File: config.mk
export PLATFORM = sky130hd
export DESIGN_NAME = fetch_redirect_ctrl
export DESIGN_NICKNAME = d
export VERILOG_FILES = /design/src/rtl/common_types_pkg.sv /design/src/rtl/sat_counter.sv /design/src/rtl/fetch_redirect_ctrl.sv
export SDC_FILE = /design/constraint.sdc
export NUM_CORES = 1
export LEC_CHECK = 0
export BUFFER_PORTS_ARGS = -buffer_cell sky130_fd_sc_hd__buf_2
export CORE_MARGIN = 2
export CORE_UTILIZATION = 51
export DETAILED_ROUTE_END_ITERATION = 8
export GPL_TIMING_DRIVEN = 0
export PLACE_DENSITY = 0.86
export SYNTH_ARGS = -nofsm -noshare
export SYNTH_HDL_FRONTEND = slang
export SYNTH_SLANG_ARGS = --single-unit
File: constraint.sdc
create_clock -name clk -period 3.2 [get_ports clk]
set_input_delay 0.16 -clock clk [delete_from_list [all_inputs] [get_ports clk]]
set_output_delay 0.16 -clock clk [all_outputs]
set_load 0.005 [all_outputs]
File: src/rtl/common_types_pkg.sv
// Shared types for the fetch front end.
// Provides word_t, redirect_state_t and the default reset PC.
package common_types_pkg;

    typedef logic [31:0] word_t;

    typedef enum logic [0:0] {
        RUN   = 1'b0,
        DRAIN = 1'b1
    } redirect_state_t;

    localparam word_t RESET_PC_DEFAULT = 32'h0000_0000;

endpackage

File: src/rtl/sat_counter.sv
// Saturating up-counter, cleared by synchronous active-high reset.
// Ports: clk, rst, inc (count enable), count (current value).
module sat_counter #(
    parameter int W = 32
) (
    input  logic         clk,
    input  logic         rst,
    input  logic         inc,
    output logic [W-1:0] count
);

    logic [W-1:0] cnt_q;
    logic [W-1:0] cnt_d;

    always_comb begin
        cnt_d = cnt_q;
        if (inc && (cnt_q != {W{1'b1}})) begin
            cnt_d = cnt_q + {{(W-1){1'b0}}, 1'b1};
        end
    end

    always_ff @(posedge clk) begin
        if (rst) begin
            cnt_q <= '0;
        end else begin
            cnt_q <= cnt_d;
        end
    end

    assign count = cnt_q;

endmodule

File: src/rtl/fetch_redirect_ctrl.sv
// Fetch PC owner: picks next PC (sequential / predicted / mispredict
// recovery), pulses front-end flushes, drains an unabortable imem fetch
// before redirecting.
// Inputs: clk, rst, mem_branch/mem_flush/mem_taken/mem_pc/mem_target_res
//   from MEM, fetch_predict/fetch_target from the branch unit,
//   hazard_stall, imem_ready.
// Outputs: pc, imem_req, if_id_en, if_id_flush, id_ex_flush, ex_mem_flush,
//   perf_branches/perf_mispredicts (only with BRANCH_PERF_EN defined).
module fetch_redirect_ctrl
    import common_types_pkg::*;
#(
    parameter word_t RESET_PC = RESET_PC_DEFAULT,
    parameter int    CNT_W    = 32
) (
    input  logic             clk,
    input  logic             rst,
    input  logic             mem_branch,
    input  logic             mem_flush,
    input  logic             mem_taken,
    input  word_t            mem_pc,
    input  word_t            mem_target_res,
    input  logic             fetch_predict,
    input  word_t            fetch_target,
    input  logic             hazard_stall,
    input  logic             imem_ready,
    output word_t            pc,
    output logic             imem_req,
    output logic             if_id_en,
    output logic             if_id_flush,
    output logic             id_ex_flush,
`ifdef BRANCH_PERF_EN
    output logic [CNT_W-1:0] perf_branches,
    output logic [CNT_W-1:0] perf_mispredicts,
`endif
    output logic             ex_mem_flush
);

    redirect_state_t state_q;
    redirect_state_t state_d;
    word_t           pc_q;
    word_t           pc_d;
    word_t           redir_q;
    word_t           redir_d;

    logic  mispredict;
    logic  flush;
    word_t redirect_pc;

    assign mispredict  = mem_branch & mem_flush;
    assign redirect_pc = mem_taken ? mem_target_res : (mem_pc + 32'd4);
    assign imem_req    = ~rst;

    always_comb begin
        state_d  = state_q;
        pc_d     = pc_q;
        redir_d  = redir_q;
        if_id_en = 1'b0;
        flush    = 1'b0;
        if (!rst) begin
            unique case (state_q)
                RUN: begin
                    flush = mispredict;
                    if (mispredict) begin
                        if (imem_ready || !imem_req) begin
                            pc_d = redirect_pc;
                        end else begin
                            // Fetch in flight cannot be aborted: park target.
                            redir_d = redirect_pc;
                            state_d = DRAIN;
                        end
                    end else if (imem_ready && !hazard_stall) begin
                        if_id_en = 1'b1;
                        pc_d     = fetch_predict ? fetch_target
                                                 : (pc_q + 32'd4);
                    end
                end
                DRAIN: begin
                    // Returned word belongs to the wrong path; drop it.
                    if (imem_ready) begin
                        pc_d    = redir_q;
                        state_d = RUN;
                    end
                end
                default: begin
                    state_d = RUN;
                end
            endcase
        end
    end

    always_ff @(posedge clk) begin
        if (rst) begin
            state_q <= RUN;
            pc_q    <= RESET_PC;
            redir_q <= '0;
        end else begin
            state_q <= state_d;
            pc_q    <= pc_d;
            redir_q <= redir_d;
        end
    end

    assign pc           = pc_q;
    assign if_id_flush  = flush;
    assign id_ex_flush  = flush;
    assign ex_mem_flush = flush;

`ifdef BRANCH_PERF_EN
    sat_counter #(.W(CNT_W)) u_branch_cnt (
        .clk   (clk),
        .rst   (rst),
        .inc   (mem_branch),
        .count (perf_branches)
    );

    sat_counter #(.W(CNT_W)) u_mispredict_cnt (
        .clk   (clk),
        .rst   (rst),
        .inc   (mispredict),
        .count (perf_mispredicts)
    );
`endif

endmodule

==> results.md <==
* Status: finished clean
* Clock group share of total power at a little under two fifths
* Syn. warnings at 0
* Fmax at ~0.35 GHz
* Syn Std Cell Area at between 0.004 and 0.005 mm²
* RR Endpoint: pc[30]$_SDFFE_PP0P_
* Setup crit end kind: flop
* Pint at ~1.6 mW
* DRT Pass-1 Iters at 5
* Via density at about 6.4
* Largest stage delay, worst path at approximately 0.93 ns
* Worst-skew pair later-pin latency at ~0.36 ns
* Crit path to: pc[30]$_SDFFE_PP0P_
* RSZ-0062 raised after global routing: no
* Hold Fails Final Rpt at 0
* Post-synth EDFFs at 0
* Register share of total power at about two fifths
* Number of antenna diodes at 0
* Iteration-0 DRC Markers at 619
* Max-slew violation count at 0
* Setup Fix Bufs, Post-CTS at 0
* Core Region at 0.00876 mm²
* Area Growth Syn to Fin at 23.1%
* Net switching power at 731 µW
* Max Cap Violations at 0
* Net Count, Synth at about 740
* WHS Path Cells at 2
* Critical path class: reg -> reg
* Hold-fix buffers, CTS at 0
* Pin count of the biggest net entering global routing at 13
* Final setup fails at 0
* Critical Path AT at 3.08 ns
* Synth cell types at 59
* Comb power frac at ~22%
* Total track usage at about a third
* First-pass GRT wire length at around 27000 µm
* CP top delay family: simple AND/OR/NAND/NOR gates
* Root Driver: clkbuf_8
* Num rows at 34
* Commonest non-fill, non-tap cell in the layout: buf_2
* Commonest non-fill, non-tap cells in the layout: 139 x buf_2, 74 x o21ai_0, 73 x nand2_1
* CP max-delay cell: nor4_1
* Post-detail-place hpwl at ~13000 µm
* Top-area cell type share of the netlist area at ~28%
* Post-Route WL at 17600 µm
* Final min period at 2.85 ns
* R2R setup slack at about 0.35 ns
* FILL cells at between 800 and 900
* Starting Density at a little over half
* Sw Ratio at a little under a third
* IO Pins at between 100 and 150
* P_leak at 2.36 nW
* Initial antenna violation count at 0
* Setup_tns at 0 ns
* Worst min path class: in -> reg
* Leading area contributor after synthesis: dfxtp_1
* Post-DR wirelength/cell at a little under 20 µm
* PD cells at 410 mW/mm²
* Final Cycle Share at about nine tenths
* Setup crit start: pc[2]$_SDFFE_PP0P_
* Worst setup SP type: flop
* Via count at between 5000 and 6000
* Final net count at 890
* R2R cell count at 7
* WHS at ~0.096 ns
* Die Wd at 99.4 µm
* Crit path max fanout at 8
* Post-synth ARST share at 0%
* Share of cells above drive strength 1 at 21.5%
* Number of global-route vias before repair at roughly 5200
* Critical path depth at 7
* Clock skew at around 0.014 ns
* Die area at slightly below 0.01 mm²
* H-tree levels at 3
* Sequential element share of the synthesized area at 28.1%
* CTS tree: done
* Grt ovf at 0
* Mean Syn Cell Area at roughly 7.3 µm²
* Port bufs at between 100 and 150
* Worst VDD drop at roughly 180 µV
* Synth Flop Type: dfxtp_1
* CP required at 3.44 ns
* RD Place Congestion at between 0.9 and 1
* Synthesized flop and latch total at 65
* Synth Instances at 636
* Worst-Margin Slew at around 1.1 ns
* ANT nets after route at 0
* CP Cell Sequence: ha_1 -> nand3_1 -> nor4_1 -> nand4_1 -> xnor2_1 -> a221oi_1 -> nor2_1
* Worst reg2reg startpoint: pc[2]$_SDFFE_PP0P_
* Residual DRC count at 0
* Worst Path Buf+Inv at 0
* DIE HEIGHT at about 99 µm
* Rel. slew slack at 25.8%
* CTS buffer count at 9
* Top cells by area, synth: dfxtp_1 28%, o21ai_0 8.0%, nand2_1 5.9%, nand3_1 5.3%, xor2_1 4.3%
* Sink Count at 65
* Clock buffer depth at 2
* CTS clock-pin slew for the worst setup and hold paths at 0.08 ns
* Post-CTS Resized at 0
[through the flow]
step                instance area [µm²]  setup slack (ns)  std cells  utilization (%)  total power, mW
finish                             5710             0.355        897             65.2             2.34
global route                       5710             0.104        897             65.2             2.42
CTS                                5710             0.401        897             65.2             2.32
detailed placement                 5460             0.449        881             62.3             1.44
global placement                   5460             0.451        881             62.3             1.43
floorplan                          4640             0.997        636                -             1.21
[synth_stat cells (4+ instances only)]
master and number:
o21ai_0 74, nand2_1 73, dfxtp_1 65, nand3_1 49, clkbuf_1 39, nor2_1 32, a21oi_1 26, xor2_1 23
xnor2_1 22, nor3_1 21, nand4_1 16, inv_1 15, a221oi_1 14, mux2i_1 14, and3_1 12, o211ai_1 12
nor4_1 10, a21o_1 7, nand2b_1 7, o31ai_1 7, a211oi_1 6, a31oi_1 6, buf_1 6, nor2b_1 6
and4_1 5, or3_1 5, o221ai_1 4, o31a_1 4
[sequential cells by signal (all words and copies together), names as in the netlist]
name,count
pc,32
redir_q,32
state_q,1
[kinds of logic (layout without fill, tap and decap cells)]
family                     after synthesis  count (layout)  synth area share [%]
adders and majority gates                2               2                 0.539
AOI/OAI and AO/OA                      190             190                  26.7
buffers and inverters                   68             221                  5.77
and+or+nand+nor                        249             249                  26.7
xor gates and xnor gates                45              45                  8.50
DFF                                     65              65                  28.1
muxes                                   17              17                  3.75
[power by group through the flow]
stage	Clock, mW	Combinational, mW	Sequential (mW)
2_1_floorplan	0	0.280	0.931
3_3_place_gp	0	0.492	0.937
3_5_place_dp	0	0.503	0.941
4_1_cts	0.888	0.506	0.922
5_1_grt	0.918	0.565	0.932
6_report	0.893	0.523	0.926
[per-layer routing]
metal | vias to the layer above | global-route usage [%] | wire [µm]
met5 | - | 0 | 0
met2 | 453 | 54.4 | 7690
met4 | 0 | 15.3 | 542
li1 | 2639 | - | -
met1 | 2633 | 47.9 | 7050
met3 | 44 | 5.62 | 2280
[worst min-delay path by stage]
stage	start	endpoint	slack (ns)
after global placement	redir_q[15]$_SDFFE_PP0P_	redir_q[15]$_SDFFE_PP0P_	0.44
final	imem_ready	state_q$_SDFF_PP0_	0.1
after detailed placement	redir_q[15]$_SDFFE_PP0P_	redir_q[15]$_SDFFE_PP0P_	0.45
after global routing	imem_ready	state_q$_SDFF_PP0_	0.10
after CTS	imem_ready	state_q$_SDFF_PP0_	0.08
after floorplan	imem_ready	state_q$_SDFF_PP0_	0.24
[area by class of cell]
class / instances / area (µm²) / area share [%]
tap: 108 / 135 / 2.37
timing repair buffer: 137 / 686 / 12.0
buffer: 51 / 204 / 3.57
clock inverter: 6 / 115 / 2.02
multi-input combinational: 503 / 3070 / 53.7
inverter: 17 / 63.8 / 1.12
clock buffer: 10 / 138 / 2.41
sequential: 65 / 1300 / 22.8
(Power assumes the default switching activity.)
